### src/rtl/lr35902_oam_dma_if.sv
// OAM DMA bus bundle: FF46 register port, source read side, OAM write side.
// master = DMA controller, slave = video top level / source memories.
interface lr35902_oam_dma_if;
    logic [7:0]  reg_din;
    logic        reg_write;
    logic [7:0]  reg_dout;
    logic [15:0] adr_rd;
    logic        read;
    logic [7:0]  din;
    logic [7:0]  adr_wr;
    logic [7:0]  dout;
    logic        write;
    logic        active;
    logic        drvext;

    modport master (
        input  reg_din, reg_write, din,
        output reg_dout, adr_rd, read, adr_wr, dout, write, active, drvext
    );

    modport slave (
        output reg_din, reg_write, din,
        input  reg_dout, adr_rd, read, adr_wr, dout, write, active, drvext
    );
endinterface

### src/rtl/lr35902_oam_dma.sv
// LR35902 OAM DMA: FF46 register, copies page XX00-XX9F into OAM FE00-FE9F.
// Outputs are registered one clock behind the state they describe.
module lr35902_oam_dma #(
    parameter int START_DELAY = 4,
    parameter int NUM_BYTES   = 160,
    parameter int ECHO_FOLD   = 1
) (
    input logic               clk,
    input logic               reset,
    lr35902_oam_dma_if.master bus
);

    typedef enum logic [1:0] {
        IDLE  = 2'd0,
        START = 2'd1,
        XFER  = 2'd2
    } state_t;

    localparam logic [7:0] LAST  = 8'(NUM_BYTES - 1);
    localparam logic [7:0] DELAY = 8'(START_DELAY - 1);

    state_t      state, state_n;
    logic [7:0]  cnt, cnt_n;
    logic [1:0]  phase, phase_n;
    logic [7:0]  index, index_n;
    logic [7:0]  page, page_n;
    logic [7:0]  reg_q, reg_n;

    logic [15:0] adr_rd_q, adr_rd_n;
    logic [7:0]  adr_wr_q, adr_wr_n;
    logic [7:0]  dout_q, dout_n;
    logic        read_q, read_n;
    logic        write_q, write_n;
    logic        active_q, active_n;
    logic        drvext_q, drvext_n;

    // Echo RAM pages E0-FF alias WRAM C0-DF
    function automatic logic [7:0] fold(input logic [7:0] p);
        logic [7:0] f;
        f = p;
        if (ECHO_FOLD != 0 && p[7:5] == 3'b111)
            f[5] = 1'b0;
        return f;
    endfunction

    // State and registered outputs
    always_ff @(posedge clk) begin
        if (reset) begin
            state    <= IDLE;
            cnt      <= 8'd0;
            phase    <= 2'd0;
            index    <= 8'd0;
            page     <= 8'd0;
            reg_q    <= 8'hFF;
            adr_rd_q <= 16'd0;
            adr_wr_q <= 8'd0;
            dout_q   <= 8'hFF;
            read_q   <= 1'b0;
            write_q  <= 1'b0;
            active_q <= 1'b0;
            drvext_q <= 1'b0;
        end else begin
            state    <= state_n;
            cnt      <= cnt_n;
            phase    <= phase_n;
            index    <= index_n;
            page     <= page_n;
            reg_q    <= reg_n;
            adr_rd_q <= adr_rd_n;
            adr_wr_q <= adr_wr_n;
            dout_q   <= dout_n;
            read_q   <= read_n;
            write_q  <= write_n;
            active_q <= active_n;
            drvext_q <= drvext_n;
        end
    end

    // Next-state: start delay, then 4-phase byte loop; a register write restarts
    always_comb begin
        state_n = state;
        cnt_n   = cnt;
        phase_n = phase;
        index_n = index;
        page_n  = page;
        reg_n   = reg_q;
        unique case (state)
            IDLE: ;
            START: begin
                if (cnt == 8'd0) begin
                    state_n = XFER;
                    phase_n = 2'd0;
                    index_n = 8'd0;
                end else begin
                    cnt_n = cnt - 8'd1;
                end
            end
            XFER: begin
                if (phase == 2'd3) begin
                    if (index == LAST) begin
                        state_n = IDLE;
                    end else begin
                        index_n = index + 8'd1;
                        phase_n = 2'd0;
                    end
                end else begin
                    phase_n = phase + 2'd1;
                end
            end
            default: state_n = IDLE;
        endcase
        if (bus.reg_write) begin
            page_n  = fold(bus.reg_din);
            reg_n   = bus.reg_din;
            state_n = START;
            cnt_n   = DELAY;
            index_n = 8'd0;
            phase_n = 2'd0;
        end
    end

    // Output decode from current state; addresses hold when idle
    always_comb begin
        adr_rd_n = adr_rd_q;
        adr_wr_n = adr_wr_q;
        dout_n   = dout_q;
        read_n   = 1'b0;
        write_n  = 1'b0;
        active_n = 1'b0;
        drvext_n = 1'b0;
        if (state == XFER) begin
            active_n = 1'b1;
            drvext_n = (page[7:5] != 3'b100);
            if (phase == 2'd3) begin
                write_n  = 1'b1;
                adr_wr_n = index;
                dout_n   = bus.din;
            end else begin
                read_n   = 1'b1;
                adr_rd_n = {page, index};
            end
        end
    end

    assign bus.reg_dout = reg_q;
    assign bus.adr_rd   = adr_rd_q;
    assign bus.adr_wr   = adr_wr_q;
    assign bus.dout     = dout_q;
    assign bus.read     = read_q;
    assign bus.write    = write_q;
    assign bus.active   = active_q;
    assign bus.drvext   = drvext_q;

endmodule

### src/flat_wrapper.sv
// flat-port wrapper written by rule: the top's interface ports become plain ports
module lr35902_oam_dma_flat 
#(
    parameter int START_DELAY = 4,
    parameter int NUM_BYTES   = 160,
    parameter int ECHO_FOLD   = 1
)
  (clk, reset, bus_reg_din, bus_reg_write, bus_din, bus_reg_dout, bus_adr_rd, bus_read, bus_adr_wr, bus_dout, bus_write, bus_active, bus_drvext);
  lr35902_oam_dma_if bus_i ();
  input logic clk;
  input logic reset;
  input wire logic [$bits(bus_i.reg_din)-1:0] bus_reg_din;
  input wire logic [$bits(bus_i.reg_write)-1:0] bus_reg_write;
  input wire logic [$bits(bus_i.din)-1:0] bus_din;
  output wire logic [$bits(bus_i.reg_dout)-1:0] bus_reg_dout;
  output wire logic [$bits(bus_i.adr_rd)-1:0] bus_adr_rd;
  output wire logic [$bits(bus_i.read)-1:0] bus_read;
  output wire logic [$bits(bus_i.adr_wr)-1:0] bus_adr_wr;
  output wire logic [$bits(bus_i.dout)-1:0] bus_dout;
  output wire logic [$bits(bus_i.write)-1:0] bus_write;
  output wire logic [$bits(bus_i.active)-1:0] bus_active;
  output wire logic [$bits(bus_i.drvext)-1:0] bus_drvext;
  assign bus_i.reg_din = bus_reg_din;
  assign bus_i.reg_write = bus_reg_write;
  assign bus_i.din = bus_din;
  assign bus_reg_dout = bus_i.reg_dout;
  assign bus_adr_rd = bus_i.adr_rd;
  assign bus_read = bus_i.read;
  assign bus_adr_wr = bus_i.adr_wr;
  assign bus_dout = bus_i.dout;
  assign bus_write = bus_i.write;
  assign bus_active = bus_i.active;
  assign bus_drvext = bus_i.drvext;
  lr35902_oam_dma #(.START_DELAY(START_DELAY), .NUM_BYTES(NUM_BYTES), .ECHO_FOLD(ECHO_FOLD)) u_core (.clk(clk), .reset(reset), .bus(bus_i));
endmodule
### config.mk
export PLATFORM = sky130hd
export DESIGN_NAME = lr35902_oam_dma_flat
export DESIGN_NICKNAME = d
export VERILOG_FILES = /design/src/rtl/lr35902_oam_dma_if.sv /design/src/rtl/lr35902_oam_dma.sv /design/src/flat_wrapper.sv
export SDC_FILE = /design/constraint.sdc
export NUM_CORES = 1
export LEC_CHECK = 0
export ABC_AREA = 1
export CAP_MARGIN = 25
export CORE_MARGIN = 2
export CORE_UTILIZATION = 40
export CTS_BUF_LIST = sky130_fd_sc_hd__clkbuf_4
export DETAILED_ROUTE_END_ITERATION = 12
export PLACE_DENSITY = 0.65
export SLEW_MARGIN = 20
export SYNTH_ARGS = -nofsm -noshare
export SYNTH_HDL_FRONTEND = slang
export SYNTH_SLANG_ARGS = --single-unit
### constraint.sdc
create_clock -name clk -period 2.7 [get_ports clk]
set_input_delay 0.405 -clock clk [delete_from_list [all_inputs] [get_ports clk]]
set_output_delay 0.405 -clock clk [all_outputs]
set_load 0.01 [all_outputs]
==> metrics, run 1 <==
max-cap violation count 0; Sink Count 72; final worst path period share 0.7200; leakage component of the power between 1.5 and 2 nW; die width ~89 um; # setup viols final 0; fraction of final layout cells sized beyond drive strength 1 0.09817; number of synthesized flops with an enable pin 0; Overall Global Routing Usage 0.1748; number of hold-repair buffers added at the cts stage 0; share of synthesized area occupied by flip-flops and latches 0.4976; iteration count of the initial detailed-routing pass 4; number of gates resized after CTS 0; number of inserted filler cells in the final layout about 700; vias in the first global route around 2,400; port buffer count between 60 and 70; total number of vias around 2,600; unrepaired setup endpoints after global routing false; Yosys warning count 0; number of cells in the finished layout apart from fillers between 500 and 600; number of antenna violations at the first check in global routing 0; cell internal power dissipation roughly 1.6 mW; worst-case clock buffer depth 2; largest fanout of any net on the critical path 16; core area a little over 0.007 sq mm; post-synthesis register bit count slightly above 70; CTS H-Tree Depth 3; post-detailed-placement half-perimeter wirelength between 4 and 5 mm; post-layout util 0.5296; worst-case clock skew 0.01634 ns; layout overhead on the synthesized area 30.50%; Antenna Violating Nets Remaining 0; element type at the critical path end register; total placed cells including tap cells 521; post-CTS clock slew at the launch and capture registers of the worst setup and hold paths between 0.1 and 0.15 ns; remaining global-route overflow 0; worst skew pair latency around 0.42 ns; synthesized area per cell between 7 and 8 sq um; initial detailed-routing violation count 100; outcome finished clean; Least-Margin Pin Slew about 0.5 ns; share of power burned in combinational logic 0.128; post-route minimum period 1.944 ns; vias per cell between 4 and 5; Die H slightly below 90 um; ys flop type dfxtp_1; Layout Cell Area excl Fill 0.003780 sq mm; number of hold violations in the final report 0; largest net degree at the start of global routing between 40 and 50; final routed DRC violation total 0; share of total power in the clock network 0.357; net switching component of the power around 0.57 mW; diodes inserted 0; Reg2Reg Setup Slack 0.76 ns; minimum hold slack 0.4612 ns; total negative setup slack 0 ns; detailed-route wire length approximately 6.5 mm; overall die area ~0.008 sq mm; global-route wire length before repair between 10 and 15 mm; post-detailed-placement cell area 0.003612 sq mm; synthesized instance count 370; Synth cell types 26; TritonCTS clock tree built; Max-Slew Margin vs Limit 0.6677; ratio of total power to cell area around 580 mW/mm^2; Sw Ratio 0.2594; number of setup buffers added after CTS 0; Crit path arrival time 2.26 ns; Synthesized Nets between 300 and 400; fraction of power consumed by sequential logic 0.515; Clk Tree Root Cell clkbuf_4; nets@finish 458; startpoint type of the worst setup path register; routability-driven placement congestion ratio 0.8018; CTS buffer count 9; Post-Synthesis Cell Area 0.002897 sq mm; proportion of synthesized flip-flops having asynchronous set or reset 0; Fmax 514.4 MHz; type of the worst min-delay path reg -> reg; final count of pins violating max slew 0; site row count 31; type of the worst setup path reg -> reg; count of boundary I/O pins 63; initial standard-cell utilization of the core 0.4059; Required @ worst endpoint between 3 and 4 ns; per-cell routed wire length around 12 um; worst IR drop on VDD ~0.00034 V
power groups by stage:
stage	registers, mW	clock network (mW)	logic, mW
after global routing	1.13	0.844	0.311
after global placement	1.15	0	0.278
final	1.12	0.779	0.279
after floorplan	1.15	0	0.164
after CTS	1.12	0.803	0.282
after detailed placement	1.15	0	0.281
logic make-up after synthesis:
| kind of cell | after synthesis | share of synthesized area |
|---|---|---|
| AO/OA/AOI/OAI | 77 | 0.1413 |
| XOR/XNOR | 2 | 0.006049 |
| adder cells (fa/ha/maj) | 6 | 0.02592 |
| buffers and inverters | 52 | 0.07214 |
| flip-flops | 72 | 0.4976 |
| AND/OR/NAND/NOR | 161 | 0.2570 |
state kept, by name (all words and copies together) (netlist names):
signal / count
u_core.bus.drvext: 1
u_core.bus.adr_wr: 8
u_core.bus.active: 1
u_core.bus.adr_rd: 16
u_core.bus.reg_dout: 8
u_core.cnt: 8
u_core.bus.dout: 8
u_core.bus.write: 1
u_core.index: 8
u_core.bus.read: 1
u_core.state: 2
u_core.phase: 2
u_core.page: 8
per-layer routing:
metal  vias to the layer above  routed length (um)  global-route usage
li1                       1331                   -                   -
met1                      1161                3013              0.2107
met3                         8                 305             0.06464
met4                         0                  82             0.05020
met2                        52                3082              0.2929
met5                         -                   0                   0
worst max-delay path, cell delays in order (launching register included):
cell	delay, ns
dfxtp_1	0.34
inv_1	0.08
ha_1	0.36
inv_2	0.18
nor2_4	0.38
inv_1	0.21
nand2_2	0.12
nor2_2	0.04
nor2_1	0.09
nor2_1	0.05
cell type report:
| cell class | count | area, sq um | share of cell area |
|---|---|---|---|
| sequential | 72 | 1441 | 0.3813 |
| multi-input combinational | 246 | 1246 | 0.3297 |
| timing repair buffer | 68 | 665.6 | 0.1761 |
| inverter | 36 | 135.1 | 0.03575 |
| tap | 99 | 123.9 | 0.03277 |
| clock inverter | 6 | 92.59 | 0.02450 |
| clock buffer | 10 | 75.07 | 0.01986 |
path summary, 6_finish.rpt:
path,cells past startpoint,from,to
max,9,u_core.state[0]$_SDFFE_PP0P_,u_core.state[1]$_SDFFE_PP0P_
min,2,u_core.page[3]$_SDFFE_PP0P_,u_core.bus.adr_rd[11]$_SDFFE_PP0P_
min reg2reg,2,u_core.page[3]$_SDFFE_PP0P_,u_core.bus.adr_rd[11]$_SDFFE_PP0P_
max reg2reg,9,u_core.state[0]$_SDFFE_PP0P_,u_core.state[1]$_SDFFE_PP0P_
cell usage in the layout (no fill, tap or decap):
master / n
a21oi_1: 33
a21oi_2: 2
a311oi_1: 1
buf_4: 6
bufinv_16: 2
clkbuf_4: 10
clkdlybuf4s50_1: 62
clkinv_1: 1
clkinv_4: 1
clkinvlp_4: 2
dfxtp_1: 72
ha_1: 6
inv_1: 33
inv_2: 2
inv_6: 1
nand2_1: 70
nand2_2: 5
nand2_4: 3
nand3_1: 33
nor2_1: 38
nor2_2: 3
nor2_4: 4
nor2_8: 1
nor3_1: 2
nor3b_1: 2
o21ai_0: 33
o21ai_2: 1
o22ai_1: 7
xor2_1: 2
per-stage QoR:
stage                     total power, mW  setup WS, ns
after global routing                2.284        0.5334
after detailed placement            1.428        0.7555
after floorplan                     1.319         1.267
after CTS                           2.209        0.7544
after global placement              1.425        0.8024
final                               2.182        0.7560
cells in the mapped netlist (all sizes together) (2+ instances only):
library cell   n  area [sq um]
ha             6         75.07
xor2           2         17.52
o21ai         34         173.9
o22ai          7         43.79
dfxtp         72          1441
inv           35         131.4
nand2         78         327.8
nor3           2         10.01
nor3b          2         15.01
buf            8         42.54
nand3         33         165.2
nor2          46         226.5
clkbuf         8         31.28
a21oi         35         182.7
(Power assumes the default switching activity.)
==> run 2: changes to the inputs <==
==> constraint.sdc (replaced) <==
create_clock -name clk -period 1.85 [get_ports clk]
set_input_delay 0.2775 -clock clk [delete_from_list [all_inputs] [get_ports clk]]
set_output_delay 0.2775 -clock clk [all_outputs]
set_load 0.01 [all_outputs]
==> run 2 against run 1 <==
  * Clock-buffer cell count unchanged
  * Combinational power rose by 49%
  * Highest routed layer unchanged
  * Final area grew 1.0%
==> metrics, run 2 (synthesized netlist as in run 1, its figures left out) <==
element type at the critical path end primary output (was register); number of cells in the finished layout apart from fillers 543 (was 537); post-route minimum period 1.603 ns; endpoint of the worst register-to-register path u_core.bus.adr_rd[5]$_SDFFE_PP0P_ (was u_core.state[1]$_SDFFE_PP0P_); fraction of final layout cells sized beyond drive strength 1 0.1081 (was 0.09817); number of hold violations in the final report 0 (unchanged); number of setup buffers added after CTS 0 (unchanged); Required @ worst endpoint 1.57 ns (was 3.01 ns); diodes inserted 0 (unchanged); largest stage delay on the critical path 0.55 ns (was 0.38 ns); iteration count of the initial detailed-routing pass 4 (unchanged); Reg2Reg Setup Slack 0.25 ns (was 0.76 ns); nets@finish 464 (was 458); Die H 89.10 um (unchanged); number of flip-flops under the largest register name 16 (unchanged); CTS H-Tree Depth 3 (unchanged); Clk Tree Root Cell clkbuf_4 (unchanged); Max-Slew Margin vs Limit 0.7496 (was 0.6677); global-route wire length before repair 10.64 mm (was 10.70 mm); worst reg2reg startpoint u_core.state[0]$_SDFFE_PP0P_ (unchanged); worst skew pair latency 0.42 ns (about the same); CTS buffer count 9 (unchanged); post-detailed-placement half-perimeter wirelength 4.803 mm (was 4.645 mm); final count of pins violating max slew 0 (unchanged); crit path from u_core.bus.adr_wr[1]$_SDFFE_PP0P_ (was u_core.state[0]$_SDFFE_PP0P_); type of the worst min-delay path in -> reg (was reg -> reg); count of cells along the worst hold path 3 (was 2); vias in the first global route 2,285 (was 2,354); port buffer count 62 (unchanged); Antenna Violating Nets Remaining 0 (unchanged); total number of vias 2,551 (was 2,552); final worst path period share 0.8663; largest net degree at the start of global routing 23 (was 42); die width 89.10 um (unchanged); initial detailed-routing violation count 154 (was 100); Crit path arrival time 1.33 ns (was 2.26 ns); number of cells on the worst reg-to-reg path 7 (was 9); worst-case clock skew 0.01184 ns (was 0.01634 ns); final routed DRC violation total 0 (unchanged); Least-Margin Pin Slew 0.3755 ns (was 0.4979 ns); largest fanout of any net on the critical path 2 (was 16); ratio of total power to cell area 826.7 mW/mm^2 (was 577.3 mW/mm^2); routability-driven placement congestion ratio 0.7888 (was 0.8018); TritonCTS clock tree built (unchanged); number of hold-repair buffers added at the cts stage 0 (unchanged); launch point of the worst hold path bus_din[7] (was u_core.page[3]$_SDFFE_PP0P_); per-cell routed wire length 12.04 um (was 12.07 um); most common library cell in the layout ignoring fill and taps dfxtp_1 (unchanged); post-CTS clock slew at the launch and capture registers of the worst setup and hold paths 0.12 ns (was 0.13 ns); total placed cells including tap cells 527 (was 521); outcome finished clean (unchanged); max-cap violation count 0 (unchanged); Overall Global Routing Usage 0.1744 (was 0.1748); total negative setup slack 0 ns (unchanged); count of boundary I/O pins 63 (unchanged); Sink Count 72 (unchanged); worst-case clock buffer depth 2 (unchanged); number of antenna violations at the first check in global routing 0 (unchanged); detailed-route wire length 6.539 mm (was 6.484 mm); kind of cell with the highest combined delay on the critical path buffers and inverters (was simple AND/OR/NAND/NOR gates); layout overhead on the synthesized area 31.84% (was 30.50%); unrepaired setup endpoints after global routing false (unchanged); worst IR drop on VDD 0.0006338 V (was 0.0003441 V); Cell Chain, Critical Path clkdlybuf4s50_1 (was inv_1, ha_1, inv_2, nor2_4, inv_1, nand2_2, nor2_2, nor2_1, nor2_1); initial standard-cell utilization of the core 0.4059 (unchanged); # setup viols final 0 (unchanged); Fmax around 620 MHz; core area 0.007137 sq mm (unchanged); overall die area 0.007938 sq mm (unchanged); cell type of the slowest stage on the worst timing path clkdlybuf4s50_1 (was nor2_4); remaining global-route overflow 0 (unchanged); vias per cell 4.698 (was 4.752); crit path buf inv count 1 (was 3); site row count 31 (unchanged); type of the worst setup path reg -> out (was reg -> reg); leakage component of the power 1.546 nW (was 1.521 nW); startpoint type of the worst setup path register (unchanged); leading cell types in the layout, fill and taps excluded dfxtp_1 (72), nand2_1 (70), clkdlybuf4s50_1 (62) (unchanged); hold-critical path endpoint u_core.bus.dout[7]$_SDFFE_PP1P_ (was u_core.bus.adr_rd[11]$_SDFFE_PP0P_)
[run 2: changes by cell type in the layout (fill, tap and decap cells not counted), sizes merged]
cell      previous run  this run
clkinvlp             2         1
buf                  6        12
clkinv               2         4
inv                 36        35
[run 2: report_power, final]
part	internal [mW]	switching, mW
Sequential	1.61	0.0317
Clock	0.557	0.544
Combinational	0.187	0.229
[run 2: timing repair]
| item | 4_1_cts | 5_1_grt |
|---|---|---|
| endpoints found under the hold margin | 0 | 0 |
| resized for setup | 0 | 1 |
| endpoints found under the setup margin | 0 | 4 |
[run 2: layer usage]
metal | GRT usage | wire length [um]
met5 | 0 | 0
met4 | 0.07056 | 128
met3 | 0.04894 | 320
met2 | 0.2667 | 2991
met1 | 0.2328 | 3099
[run 2: worst max-delay path by stage]
stage / cells past startpoint / slack (ns) / end
CTS: 7 / 0.12 / u_core.bus.adr_rd[9]$_SDFFE_PP0P_
floorplan: 9 / 0.42 / u_core.state[0]$_SDFFE_PP0P_
global placement: 7 / 0.27 / u_core.bus.adr_rd[9]$_SDFFE_PP0P_
finish: 1 / 0.25 / bus_adr_wr[1]
detailed placement: 7 / 0.16 / u_core.bus.adr_rd[15]$_SDFFE_PP0P_
global route: 7 / 0.08 / u_core.bus.adr_rd[1]$_SDFFE_PP0P_
[run 2: final cells by class]
class                   instances  area [sq um]
repair buffers                 74         710.7
inverters                      36         135.1
multi-input cells             246          1249
fillers                       708          3318
clock inverters                 6         83.83
well taps                      99         123.9
clock buffers                  10         75.07
flip-flops and latches         72          1441
[run 2: stage by stage]
step	area (sq um)	hold slack [ns]	total power, mW	utilization	worst slack [ns]
3_5_place_dp	3657	0.4427	2.093	0.5124	0.1567
6_report	3819	0.4143	3.157	0.5351	0.2473
2_1_floorplan	2897	0.3907	1.924	-	0.4174
3_3_place_gp	3657	0.4392	2.090	0.5124	0.2676
5_1_grt	3819	0.4007	3.303	0.5351	0.08234
4_1_cts	3816	0.3868	3.197	0.5347	0.1188
